--- src/rtl/debounce_pkg.sv ---
// Shared constants, per-channel event bundle and a cycle-count helper for the
// push-button debouncer array.
package debounce_pkg;

    localparam int unsigned CLK_HZ_DEFAULT     = 32'd50_000_000;
    localparam int unsigned CNT_MAX_DEFAULT    = 32'd1_000_000;
    localparam int unsigned LONG_MAX_DEFAULT   = 32'd50_000_000;
    localparam int unsigned REPEAT_MAX_DEFAULT = 32'd10_000_000;

    typedef struct packed {
        logic level;
        logic press;
        logic rel;
        logic lng;
        logic rpt;
    } btn_evt_t;

    // Divide first so a 1 s window at 50 MHz stays inside 32 bits.
    function automatic int unsigned ms_to_cycles(input int unsigned ms,
                                                 input int unsigned clk_hz);
        return (clk_hz / 32'd1000) * ms;
    endfunction

endpackage

--- src/rtl/debounce_button_array_channel.sv ---
// One button channel: two-flop synchroniser, debounce window, edge pulses and
// the hold / auto-repeat timers.
module debounce_channel
    import debounce_pkg::*;
#(
    parameter int unsigned CNT_MAX    = CNT_MAX_DEFAULT,
    parameter int unsigned ACTIVE_LOW = 32'd1,
    parameter int unsigned LONG_MAX   = LONG_MAX_DEFAULT,
    parameter int unsigned REPEAT_EN  = 32'd1,
    parameter int unsigned REPEAT_MAX = REPEAT_MAX_DEFAULT
) (
    input  logic     clk_i,
    input  logic     reset_i,
    input  logic     btn_raw_i,
    output btn_evt_t evt_o,
    output logic     press_d_o
);

    localparam int unsigned CNT_W  = $clog2(CNT_MAX + 32'd1);
    localparam int unsigned HOLD_W = $clog2(LONG_MAX + 32'd1);
    localparam int unsigned REP_W  = $clog2(REPEAT_MAX + 32'd1);

    localparam logic              INACTIVE = (ACTIVE_LOW != 32'd0) ? 1'b1 : 1'b0;
    localparam logic [CNT_W-1:0]  CNT_TOP  = CNT_W'(CNT_MAX);
    localparam logic [HOLD_W-1:0] HOLD_TOP = HOLD_W'(LONG_MAX);
    localparam logic [HOLD_W-1:0] HOLD_PRE = HOLD_W'(LONG_MAX - 32'd1);
    localparam logic [REP_W-1:0]  REP_PRE  = REP_W'(REPEAT_MAX - 32'd1);

    logic              sync0_q, sync1_q;
    logic              stable_q, stable_d;
    logic              prev_q;
    logic [CNT_W-1:0]  cnt_q, cnt_d;
    logic [HOLD_W-1:0] hold_q, hold_d;
    logic [REP_W-1:0]  rep_q, rep_d;
    logic              press_q, press_d;
    logic              rel_q, rel_d;
    logic              long_q, long_d;
    logic              rpt_q, rpt_d;
    logic              pressed_s;

    // Debounce window, edge detection and hold/repeat next-state.
    always_comb begin
        pressed_s = sync1_q ^ INACTIVE;
        stable_d  = stable_q;
        cnt_d     = '0;
        hold_d    = hold_q;
        rep_d     = rep_q;
        press_d   = stable_q & ~prev_q;
        rel_d     = ~stable_q & prev_q;
        long_d    = 1'b0;
        rpt_d     = 1'b0;

        if (pressed_s != stable_q) begin
            if (cnt_q == CNT_TOP) begin
                stable_d = pressed_s;
                cnt_d    = '0;
            end else begin
                cnt_d = cnt_q + CNT_W'(1);
            end
        end else begin
            cnt_d = '0;
        end

        // Decisions use the pre-edge level, so a release landing on the
        // long-press edge still lets that long pulse out.
        if (!stable_q) begin
            hold_d = '0;
            rep_d  = '0;
        end else if (press_d) begin
            hold_d = '0;
            rep_d  = '0;
        end else if (hold_q != HOLD_TOP) begin
            hold_d = hold_q + HOLD_W'(1);
            long_d = (hold_q == HOLD_PRE);
        end else if (REPEAT_EN != 32'd0) begin
            if (rep_q == REP_PRE) begin
                rep_d = '0;
                rpt_d = 1'b1;
            end else begin
                rep_d = rep_q + REP_W'(1);
            end
        end else begin
            rep_d = '0;
        end
    end

    // Channel state and registered outputs.
    always_ff @(posedge clk_i) begin
        if (reset_i) begin
            sync0_q  <= INACTIVE;
            sync1_q  <= INACTIVE;
            stable_q <= 1'b0;
            prev_q   <= 1'b0;
            cnt_q    <= '0;
            hold_q   <= '0;
            rep_q    <= '0;
            press_q  <= 1'b0;
            rel_q    <= 1'b0;
            long_q   <= 1'b0;
            rpt_q    <= 1'b0;
        end else begin
            sync0_q  <= btn_raw_i;
            sync1_q  <= sync0_q;
            stable_q <= stable_d;
            prev_q   <= stable_q;
            cnt_q    <= cnt_d;
            hold_q   <= hold_d;
            rep_q    <= rep_d;
            press_q  <= press_d;
            rel_q    <= rel_d;
            long_q   <= long_d;
            rpt_q    <= rpt_d;
        end
    end

    assign evt_o = '{level: stable_q, press: press_q, rel: rel_q, lng: long_q, rpt: rpt_q};
    assign press_d_o = press_d;

endmodule

--- src/rtl/debounce_button_array.sv ---
// N independent debounced button channels plus a registered any-press flag
// aligned with the per-channel press pulses.
module debounce_button_array
    import debounce_pkg::*;
#(
    parameter int unsigned N_BTN      = 32'd4,
    parameter int unsigned CNT_MAX    = CNT_MAX_DEFAULT,
    parameter int unsigned ACTIVE_LOW = 32'd1,
    parameter int unsigned LONG_MAX   = LONG_MAX_DEFAULT,
    parameter int unsigned REPEAT_EN  = 32'd1,
    parameter int unsigned REPEAT_MAX = REPEAT_MAX_DEFAULT
) (
    input  logic             clk,
    input  logic             reset,
    input  logic [N_BTN-1:0] btn_raw,
    output logic [N_BTN-1:0] btn_level,
    output logic [N_BTN-1:0] press_pulse,
    output logic [N_BTN-1:0] release_pulse,
    output logic [N_BTN-1:0] long_pulse,
    output logic [N_BTN-1:0] repeat_pulse,
    output logic             any_press
);

    btn_evt_t         evt_s [N_BTN];
    logic [N_BTN-1:0] press_next_s;
    logic             any_press_q;

    for (genvar i = 0; i < N_BTN; i++) begin : g_ch
        debounce_channel #(
            .CNT_MAX    (CNT_MAX),
            .ACTIVE_LOW (ACTIVE_LOW),
            .LONG_MAX   (LONG_MAX),
            .REPEAT_EN  (REPEAT_EN),
            .REPEAT_MAX (REPEAT_MAX)
        ) u_ch (
            .clk_i     (clk),
            .reset_i   (reset),
            .btn_raw_i (btn_raw[i]),
            .evt_o     (evt_s[i]),
            .press_d_o (press_next_s[i])
        );

        assign btn_level[i]     = evt_s[i].level;
        assign press_pulse[i]   = evt_s[i].press;
        assign release_pulse[i] = evt_s[i].rel;
        assign long_pulse[i]    = evt_s[i].lng;
        assign repeat_pulse[i]  = evt_s[i].rpt;
    end

    // OR of the channels' next press values, so the flag lines up with press_pulse.
    always_ff @(posedge clk) begin
        if (reset) begin
            any_press_q <= 1'b0;
        end else begin
            any_press_q <= |press_next_s;
        end
    end

    assign any_press = any_press_q;

endmodule

--- config.mk ---
export PLATFORM = sky130hd
export DESIGN_NAME = debounce_button_array
export DESIGN_NICKNAME = d
export VERILOG_FILES = /design/src/rtl/debounce_pkg.sv /design/src/rtl/debounce_button_array_channel.sv /design/src/rtl/debounce_button_array.sv
export SDC_FILE = /design/constraint.sdc
export NUM_CORES = 1
export LEC_CHECK = 0
export BUFFER_PORTS_ARGS = -buffer_cell sky130_fd_sc_hd__buf_2
export CORE_MARGIN = 3
export CORE_UTILIZATION = 50
export DETAILED_ROUTE_END_ITERATION = 16
export HOLD_SLACK_MARGIN = 0.02
export PLACE_DENSITY = 0.68
export SETUP_SLACK_MARGIN = 0.4
export SYNTH_ARGS = -nofsm -noshare
export SYNTH_HDL_FRONTEND = slang
export SYNTH_SLANG_ARGS = --single-unit
--- constraint.sdc ---
create_clock -name clk -period 2.7 [get_ports clk]
set_clock_uncertainty 0.15 [all_clocks]
set_input_delay 0.405 -clock clk [delete_from_list [all_inputs] [get_ports clk]]
set_output_delay 0.405 -clock clk [all_outputs]
set_load 0.01 [all_outputs]
---- After elaboration in Yosys (flattened, before gate mapping) ----
Index checks and enable logic that the tools add are counted.
cells by class
  bitwise logic cells ..................... 28
  muxes and demuxes ....................... 8
  reductions and logical operators ........ 21
  equal/unequal tests ..................... 20
  add/subtract/negate cells ............... 12
operators with widths
  operator                 count
  $add A26 B1 Y26 const B  4
  $eq A26 B26 Y1 const B   4
  $ne A26 B26 Y1 const B   4
  $add A24 B1 Y24 const B  4
  $eq A24 B24 Y1 const B   4
  $mux W24                 4
  $add A20 B1 Y20 const B  4
  $eq A20 B20 Y1 const B   4
  $reduce_or A4 Y1         9
  $reduce_or A3 Y1         8
  $not A1 Y1               20
  $and A1 B1 Y1            8
  $reduce_and A2 Y1        4
  $mux W1                  4
  $ne A1 B1 Y1             4
storage, ports and cells
  register bits after elaboration ......... 313
  output and inout port bits .............. 21
  logic and storage cells ................. 134

---- Depth between registers and ports, before layout ----
Gate-level depths: netlist of the first run.
  word-level depth ........................ 4
  mapped depth ............................ 9
  depth with buffers taken out ............ 7

---- Cells and area by module ----
From an unflattened synthesis of the first run, not the netlist that was laid out.
second synthesis, totals
  cells, all modules ...................... 1692
  area, all modules ....................... 14554.0 um2
by module, submodules not included
  module                                seq. area each (um2)  area each (um2)  instances  cells each
  debounce_channel at g_ch[0].u_ch ...  1561.5                3646.0           2          427
  debounce_channel at g_ch[1].u_ch      1561.5                3642.2           1          423
  debounce_channel at g_ch[3].u_ch      1561.5                3589.7           1          412
  debounce_button_array                 20.0                  30.0             1          3

---- Least setup slack after synthesis of the first run ----
No wires, ideal clock.
  path kind ............................... reg-to-reg
  start ................................... register g_ch[1].u_ch.hold_q[10]
  end ..................................... register g_ch[1].u_ch.rep_q[21]
  setup slack ............................. 0.155 ns
  required time ........................... 2.479 ns
  arrival ................................. 2.324 ns
  stages on the path, launching flop included .. 8
  library setup time ...................... 0.071 ns
  path through ............................ dfxtp_1 -> or4b_4 -> or4_4 -> or2_1 -> buf_2 -> buf_6 -> or3_1 -> a21oi_1
on the way
  longest elaborated chain between the ends .. 1
RTL lines
  item                    RTL line                              text
  from (decl)             debounce_button_array_channel.sv:33   logic [HOLD_W-1:0] hold_q, hold_d;
  from (signal assigned)  debounce_button_array_channel.sv:107  hold_q <= hold_d;
  $ne A26 B26 Y1          debounce_button_array_channel.sv:72   end else if (hold_q != HOLD_TOP) begin
  to (signal assigned)    debounce_button_array_channel.sv:108  rep_q <= rep_d;
  to (decl)               debounce_button_array_channel.sv:34   logic [REP_W-1:0] rep_q, rep_d;
No other way between the ends.
A chain may end at the register's enable or synchronous reset.

---- Final worst setup path of the first run ----
  start ................................... register g_ch[2].u_ch.hold_q[18]
  end ..................................... register g_ch[2].u_ch.rep_q[17]
on the way
  longest elaborated chain between the ends .. 1
RTL lines
  item                    RTL line
  from (decl)             debounce_button_array_channel.sv:33
  from (signal assigned)  debounce_button_array_channel.sv:107
  $ne A26 B26 Y1          debounce_button_array_channel.sv:72
  to (signal assigned)    debounce_button_array_channel.sv:108
  to (decl)               debounce_button_array_channel.sv:34
No other way between the ends.

==> impl_metrics.toml, run 1 <==
[clock_tree]
clock_path_buffers = 3
cts_max_level = 2
cts_tree = "yes"
cts.sinks = 313
path_clk_slew_ps = 60
cts-root-buf = "clkbuf_16"
clk_latency_ps = 510
cts_buffers = 35

[grt]
grt-ovfl-total = 0
busiest_layer = "met2"
grt_use_met3 = 0.0318
track_usage = 0.186
use_met2 = 0.305
antenna_found_initial = 0
grt_pass1_wl_mm = 50.2
grt_pass1_vias = 10900
grt_max_degree = 31
met1_usage = 0.255

[timing]
drv_slew = 0
worst_slew_pin_slew_ps = 744
finalSetupTns_ps = 0
fmax_mhz = 413
maxSlewHeadroom = 0.499
rsz0062_at_grt = "true"
setup_viol = 0
hold_viol_final = 0
period_needed_ps = 2420
worst_hold_slack_ps = 108
finalCritPeriodShare = 0.897

[drt]
drt_wl_total_mm = 29.6
vias = 11800
remaining_drc_errors = 0
drt_iter0_markers = 615
first_pass_iters = 7
wl_per_cell_um = 13.8
ant_nets = 0
vias_per_cell = 5.51

[synth]
yosysTopAreaCellShare = 0.435
synthArstFlopShare = 0
ys_ff_latch = 313
synth.avg_cell_area_um2 = 8.50
synth.distinct_cells = 50
seq_area_frac_synth = 0.435
syn-cell-area_um2 = 14400
yosys_warnings = 0
synth_edf_count = 0
syn_inst = 1693
synth_area_leader_cell = "dfxtp_1"
synth_nets = 1719
synth_area_leaders = "dfxtp_1 (44%), xnor2_1 (6.8%), nor2_1 (6.5%)"
synthFlopType = "dfxtp_1"

[setup_path]
worstPathArrival_ps = 2720
crit_fanout = 5
r2r_slack_ps = 280
crit_start = "g_ch[2].u_ch.hold_q[18]"
r2r_cells = 6
r2r-end = "g_ch[2].u_ch.rep_q[17]"
cp.required_ps = 3000
worstSetupEndpointType = "flip-flop"
critPathLaunchType = "flip-flop"
crit-reg2reg-launch = "g_ch[2].u_ch.hold_q[18]"
crit_path_end = "g_ch[2].u_ch.rep_q[17]"
crit_type = "flip-flop to flip-flop"

[run]
maxCapViolations = 0

[finish]
n_antenna_cell = 0
syn_to_final_growth_pct = 15.6
final_cell_mix = "dfxtp_1 (299), nor2_1 (249), xnor2_1 (111)"
final_common_cell = "dfxtp_1"
drive_gt1_frac = 0.134
nets = 1766

[power]
switching_share = 0.199
clkPwrFrac = 0.503
internal_power_mw = 7.51
p_sw_mw = 1.87
peakVddDrop_mv = 0.455
combPwrFrac = 0.004
power.leakage_nw = 5.10
seqPwrFrac = 0.493
power_density_nw_per_um2 = 564

[die]
dieArea_um2 = 30900
die_x_um = 176
die_h_um = 176
coreArea_um2 = 28100
io_pins = 27
num_rows = 61
start_util = 0.512

[min_path]
min_from = "reset"
worstHoldPathType = "input pin to flip-flop"

[place]
io_buffers = 26
dp_hpwl_mm = 19.2
globalplace.congestion = 0.830

[outcome]
status = "finished clean"
worst min path at each step:
stage / end / cells after the start
2_1_floorplan: g_ch[0].u_ch.sync1_q / 1
5_1_grt: g_ch[0].u_ch.stable_q / 2
3_3_place_gp: g_ch[2].u_ch.sync1_q / 1
3_5_place_dp: g_ch[3].u_ch.sync1_q / 1
6_report: g_ch[0].u_ch.stable_q / 2
4_1_cts: g_ch[0].u_ch.stable_q / 2
cell usage after synthesis (all sizes together), types with 7 or more instances:
cell / instances
dfxtp: 313
nor2: 250
xnor2: 111
nand2: 110
nand3: 108
xor2: 95
nand4: 81
a21oi: 62
nor4: 59
clkbuf: 56
nor3: 48
or3: 48
inv: 46
o21ai: 40
and3: 36
and4: 32
buf: 28
or4: 21
and2: 20
ha: 20
nor4b: 15
o31ai: 15
or2: 14
nor2b: 9
mux2i: 8
nor4bb: 7
layer usage:
metal  routed length, µm  up-vias
met1               14400     5564
met2               13700      163
met5                   0        -
met4                 432        0
met3                1020       35
li1                    -     6023
area by class of cell:
type | count | area (µm²)
Sequential cell | 313 | 6290
Timing Repair Buffer | 90 | 652
Clock buffer | 46 | 997
Fill cell | 2473 | 11500
Tap cell | 378 | 473
Multi-Input combinational cell | 1254 | 7890
Inverter | 46 | 175
Clock inverter | 12 | 146
cell families (layout without fill, tap and decap cells):
group                      Yosys count  count (layout)  share of synthesized area
AOI/OAI and AO/OA                  126             126                     0.0483
xor gates and xnor gates           206             206                      0.125
adders and majority gates           20              20                     0.0174
buffers and inverters              130             194                     0.0397
DFF                                313             313                      0.435
muxes                                8               8                    0.00556
and+or+nand+nor                    890             894                      0.328
sequential cells by signal, indices dropped and copies added, names as in the netlist:
name,flops
any_press,1
g_ch.u_ch.cnt_q,80
g_ch.u_ch.hold_q,104
g_ch.u_ch.long_q,4
g_ch.u_ch.press_q,4
g_ch.u_ch.prev_q,4
g_ch.u_ch.rel_q,4
g_ch.u_ch.rep_q,96
g_ch.u_ch.rpt_q,4
g_ch.u_ch.stable_q,4
g_ch.u_ch.sync0_q,4
g_ch.u_ch.sync1_q,4
through the flow:
stage	instance area [µm²]	setup WS, ps	power (mW)	util	std cells
2_1_floorplan	14500	304	4.75	-	1693
3_3_place_gp	14900	204	4.76	0.529	2045
3_5_place_dp	14900	157	4.76	0.529	2045
4_1_cts	16200	305	9.52	0.577	2120
5_1_grt	16600	196	9.71	0.592	2139
6_report	16600	279	9.38	0.592	2139
power by group through the flow:
stage | combinational [mW] | sequential, mW | clock, mW
after detailed placement | 0.0328 | 4.73 | 0
after global routing | 0.0416 | 4.62 | 5.05
after global placement | 0.0323 | 4.73 | 0
final | 0.0365 | 4.63 | 4.72
after CTS | 0.0374 | 4.63 | 4.86
after floorplan | 0.0208 | 4.73 | 0
repair_timing:
action | in CTS | in global routing
hold buffers | 4 | 0
setup endpoints to repair | 69 | 90
pin swaps | 9 | 37
resized for setup | 13 | 84
cloned | 3 | 4
endpoints found under the hold margin | 4 | 0
setup buffers | 10 | 15
worst max-delay path, stage by stage, from the launching register on:
cell     delay (ps)
dfxtp_4         360
nor4b_4         270
nand4_1         230
or4_4           590
buf_2           160
or4_1           470
a21oi_1         140
No activity file was read; power rests on OpenSTA's default activity.
==> run 2, diff against run 1 <==
- ABC_AREA: default -> 1
- CELL_PAD_IN_SITES_DETAIL_PLACEMENT: default -> 0
- CELL_PAD_IN_SITES_GLOBAL_PLACEMENT: default -> 1
- CORE_UTILIZATION: 50 -> 41
- PLACE_DENSITY: 0.68 -> 0.76
- REMOVE_ABC_BUFFERS: default -> 1
==> impl_metrics.toml, run 2 <==
[outcome]
status = "finished clean"

[finish]
drive_gt1_frac = 0.0769
n_antenna_cell = 0
final_common_cell = "nand2_1"
top_register = "g_ch.u_ch.hold_q"
final_cell_mix = "nand2_1 (629), nor2_1 (495), inv_1 (314)"
largest_reg_flops = 104
finish.instance_area_um2 = 18900
syn_to_final_growth_pct = 11.5
fill_cells = 4198
largestRegisters = "g_ch.u_ch.hold_q x104, g_ch.u_ch.rep_q x96, g_ch.u_ch.cnt_q x80"
nets = 2689

[place]
globalplace.congestion = 0.864
place_area_um2 = 17500
dp_hpwl_mm = 29.4
io_buffers = 26

[synth]
synth_area_leader_cell = "dfxtp_1"
synth_common_cells = "nand2_1 (631), nor2_1 (495), inv_1 (314)"
synth.distinct_cells = 46
synthFlopType = "dfxtp_1"
synth.avg_cell_area_um2 = 6.43
syn_inst = 2640
syn-cell-area_um2 = 17000
yosysMostFrequentCell = "nand2_1"
yosysTopAreaCellShare = 0.369
seq_area_frac_synth = 0.369
synth_edf_count = 0
synth_area_leaders = "dfxtp_1 (37%), nand2_1 (14%), nor2_1 (11%)"
ys_ff_latch = 313
synthArstFlopShare = 0
yosys_warnings = 0

[drt]
drt_wl_total_mm = 39.9
wl_per_cell_um = 12.4
remaining_drc_errors = 0
vias = 15900
ant_nets = 0
vias_per_cell = 4.94
drt_iter0_markers = 827
first_pass_iters = 5

[grt]
grt_max_degree = 28
grt_pass1_vias = 14700
grt_pass1_wl_mm = 68.6
grt-ovfl-total = 0
antenna_found_initial = 0
track_usage = 0.181

[setup_path]
crit_start = "g_ch[1].u_ch.rep_q[0]"
cp.required_ps = 2990
worstSetupEndpointType = "flip-flop"
critPathLaunchType = "flip-flop"
crit-reg2reg-launch = "g_ch[1].u_ch.rep_q[0]"
crit_type = "flip-flop to flip-flop"
worstPathArrival_ps = 2370
r2r_cells = 10
crit_fanout = 9

[die]
dieArea_um2 = 43900
die_x_um = 209
io_pins = 27
start_util = 0.421
num_rows = 73
die_h_um = 209
coreArea_um2 = 40300

[clock_tree]
post_cts_buffers = 0
path_clk_slew_ps = 60
cts_max_level = 2
cts-root-buf = "clkbuf_16"
clk_latency_ps = 560
cts_tree = "yes"
clock_path_buffers = 3
cts_buffers = 38
cts.sinks = 313

[timing]
finalCritPeriodShare = 0.770
fmax_mhz = 481
maxSlewHeadroom = 0.534
period_needed_ps = 2080
worst_slew_pin_slew_ps = 697
finalSetupTns_ps = 0
drv_slew = 0
hold_viol_final = 0
setup_viol = 0
rsz0062_at_grt = "false"

[min_path]
hold_depth = 2
min_from = "reset"
worstHoldPathType = "input pin to flip-flop"

[power]
power_density_nw_per_um2 = 551
power.leakage_nw = 6.46
peakVddDrop_mv = 0.350

[run]
maxCapViolations = 0
## run 2: cell types whose count changed after synthesis, sizes merged, moves of 35 or more
| cell | change |
|---|---|
| nand2 | +532 |
| inv | +299 |
| nor2 | +283 |
| nand3 | +103 |
| xnor2 | -96 |
| a21oi | +91 |
| xor2 | -65 |
| nor4 | -51 |
| clkbuf | -49 |
| or3 | -48 |
| nor3 | +45 |
| and3 | -35 |
| o21ai | +35 |
## run 2: layer usage
layer	track usage	share of wire	up-vias
li1	-	-	8486
met1	0.248	0.50	7110
met2	0.293	0.44	239
met3	0.0293	0.040	62
met4	0.0573	0.024	0
met5	0	0	-
## run 2: critical path, cell delays in order (launching register included)
cell	delay, ps
dfxtp_1	430
ha_1	260
inv_1	70
nor2_1	190
inv_1	110
nor2_1	190
nand2_1	80
nor2_1	180
a21oi_2	160
nand2_1	110
nor2_1	40
## run 2: path summary, 6_finish.rpt
check                                               to  slack [ps]
worst max-delay path            g_ch[1].u_ch.rep_q[15]         620
worst min-delay path                g_ch[0].u_ch.rel_q          60
worst max register to register  g_ch[1].u_ch.rep_q[15]         620
worst min register to register    g_ch[0].u_ch.sync1_q         250
## run 2: timing repair
| action | in CTS | in global routing |
|---|---|---|
| hold buffers | 4 | 0 |
| gates resized for setup | 0 | 2 |
| hold endpoints to repair | 4 | 0 |
| setup endpoints to repair | 0 | 16 |
## run 2: logic make-up after synthesis
group / Yosys count / synth area share
fa+ha+maj: 20 / 0.0148
flops: 313 / 0.369
compound gates: 246 / 0.0763
simple gates: 1613 / 0.418
buf+inv: 403 / 0.0983
xor+xnor: 45 / 0.0232
## run 2: per-stage QoR
stage	hold slack, ps	utilization	cells	setup slack [ps]	power, mW
final	59.3	0.470	3218	620	10.4
after global routing	46.5	0.470	3218	413	10.8
after CTS	20.2	0.470	3218	589	10.6
after detailed placement	247	0.433	3144	485	4.77
after global placement	244	0.433	3144	442	4.76
after floorplan	239	-	2584	904	4.75
## run 2: layout make-up
cell class	count	area, µm²	area share
multi-input combinational	1924	9030	0.477
sequential	313	6270	0.331
inverter	347	1300	0.0689
clock buffer	52	1060	0.0562
tap	525	657	0.0347
clock inverter	18	359	0.0190
timing repair buffer	39	238	0.0126
## run 2: power breakdown
group          leakage [nW]  internal [mW]  switching (mW)  total [mW]
combinational          3.24         0.0149          0.0232      0.0381
clock                 0.694           3.66            2.11        5.76
sequential             2.52           4.63         0.00351        4.63
==> run 3, diff against run 2 <==
- CORE_UTILIZATION: 41 -> 46
- PLACE_DENSITY: 0.76 -> 0.81
- clock period: 2.7 -> 2.2 ns (I/O delays scaled with it)
==> impl_metrics.toml, run 3 (synthesis gave the netlist of run 2 again) <==
[grt]
grt_pass1_vias = 14900
grt_pass1_wl_mm = 68.6
grt-ovfl-total = 0
track_usage = 0.205
grt_max_degree = 26
antenna_found_initial = 0

[finish]
top_register = "g_ch.u_ch.hold_q"
largestRegisters = "g_ch.u_ch.hold_q x104, g_ch.u_ch.rep_q x96, g_ch.u_ch.cnt_q x80"
drive_gt1_frac = 0.169
fill_cells = 3529
nets = 2760
final_cell_mix = "nand2_1 (594), nor2_1 (443), inv_1 (302)"
largest_reg_flops = 104
syn_to_final_growth_pct = 19.1
final_common_cell = "nand2_1"
n_antenna_cell = 0

[die]
coreArea_um2 = 35900
dieArea_um2 = 39200
die_h_um = 198
die_x_um = 198
num_rows = 69
start_util = 0.472
io_pins = 27

[timing]
finalSetupTns_ps = 0
hold_viol_final = 0
worst_slack_ps = 443
drv_slew = 0
fmax_mhz = 569
period_needed_ps = 1760
maxSlewHeadroom = 0.608
setup_viol = 0
rsz0062_at_grt = "true"
finalCritPeriodShare = 0.799
worst_slew_pin_slew_ps = 588

[clock_tree]
clk_latency_ps = 550
cts_buffers = 37
cts-root-buf = "clkbuf_16"
cts_max_level = 2
clock_path_buffers = 3
cts.sinks = 313
path_clk_slew_ps = 60
cts_tree = "yes"

[setup_path]
crit_top_cell = "nand2_1"
r2r_slack_ps = 440
crit-reg2reg-launch = "g_ch[0].u_ch.hold_q[21]"
crit_start = "g_ch[0].u_ch.hold_q[21]"
worstPathCellList = "nand2_1 > nor2_4 > nand4_2 > nor2_8 > buf_8 > nand3_1 > nand2_1 > nand2_1 > nor2_1"
critPathLaunchType = "flip-flop"
crit_path_end = "g_ch[0].u_ch.rep_q[23]"
slowest_stage = "dfxtp_1"
critPathMaxStageDelay_ps = 370
worstSetupEndpointType = "flip-flop"
cp.required_ps = 2530
r2r_cells = 9
crit_type = "flip-flop to flip-flop"
r2r-end = "g_ch[0].u_ch.rep_q[23]"
worstPathArrival_ps = 2090
crit_fanout = 7

[power]
power.total_mw = 12.0
peakVddDrop_mv = 0.547
seqPwrFrac = 0.474
clkPwrFrac = 0.522
p_sw_mw = 2.48
power_density_nw_per_um2 = 593
switching_share = 0.207
combPwrFrac = 0.004
internal_power_mw = 9.50
power.leakage_nw = 6.99

[min_path]
min_from = "reset"
worstHoldPathType = "input pin to flip-flop"

[drt]
top_layer = "met4"
remaining_drc_errors = 0
wl_per_cell_um = 12.8
drt_iter0_markers = 705
wl_met1_mm = 19.5
vias = 16400
wl_met3_mm = 1.47
drt_wl_total_mm = 41.2
ant_nets = 0
wl_met2_mm = 19.3
first_pass_iters = 5
vias_per_cell = 5.10

[place]
place_ws_ps = 145
io_buffers = 26
globalplace.congestion = 0.893
dp_hpwl_mm = 29.1

[outcome]
status = "finished clean"

[run]
maxCapViolations = 0
run 3: changes by cell type in the layout (fill, tap and decap cells not counted), sizes merged:
cell         change
bufinv           -7
clkinvlp         -1
a21oi            +2
nand2            +3
clkbuf           +4
buf             +61
clkinv           +2
dlygate4sd3      +4
run 3: timing repair:
action | in CTS | in global routing
cloned | 2 | 6
hold buffers | 8 | 0
pin swaps | 7 | 55
buffers inserted | 10 | 32
gates resized for setup | 38 | 240
endpoints found under the setup margin | 115 | 243
endpoints found under the hold margin | 8 | 0
run 3: power groups by stage:
stage	combinational (mW)	sequential [mW]	clock, mW
after floorplan	0.0226	5.81	0
after global placement	0.0425	5.81	0
after detailed placement	0.0432	5.81	0
after CTS	0.0495	5.68	6.47
after global routing	0.0598	5.67	6.70
final	0.0521	5.67	6.25
run 3: critical path: cells and delay by family, from the launching register on:
| kind | cells | cell delay [ps] |
|---|---|---|
| simple gates | 8 | 1020 |
| buf+inv | 1 | 150 |
| flops | 1 | 370 |
run 3: stage by stage:
step,cells,hold slack (ps),cell area (µm²),util
2_1_floorplan,2584,239,16600,-
3_3_place_gp,3098,244,17500,0.488
3_5_place_dp,3098,245,17500,0.488
4_1_cts,3184,22.5,19200,0.533
5_1_grt,3222,53.3,20200,0.563
6_report,3222,50.2,20200,0.563
run 3: worst min path at each step:
stage / to / depth (start not counted) / slack (ps)
2_1_floorplan: g_ch[0].u_ch.sync1_q / 1 / 240
3_3_place_gp: g_ch[3].u_ch.sync1_q / 1 / 240
5_1_grt: g_ch[2].u_ch.rel_q / 2 / 50
4_1_cts: g_ch[2].u_ch.rel_q / 2 / 20
6_report: g_ch[2].u_ch.rel_q / 2 / 50
3_5_place_dp: g_ch[3].u_ch.sync1_q / 1 / 240
run 3: area by class of cell:
class / instances / area [µm²] / area share
timing repair buffer: 106 / 920 / 0.0455
clock buffer: 54 / 1130 / 0.0560
inverter: 347 / 1320 / 0.0652
clock inverter: 12 / 118 / 0.00582
tap: 461 / 577 / 0.0286
multi-input combinational: 1929 / 9790 / 0.485
sequential: 313 / 6350 / 0.314
run 3: per-layer routing:
metal | global-route usage | vias to the layer above
met2 | 0.344 | 246
met4 | 0.0653 | 0
met3 | 0.0303 | 65
met5 | 0 | -
li1 | - | 8640
met1 | 0.272 | 7472
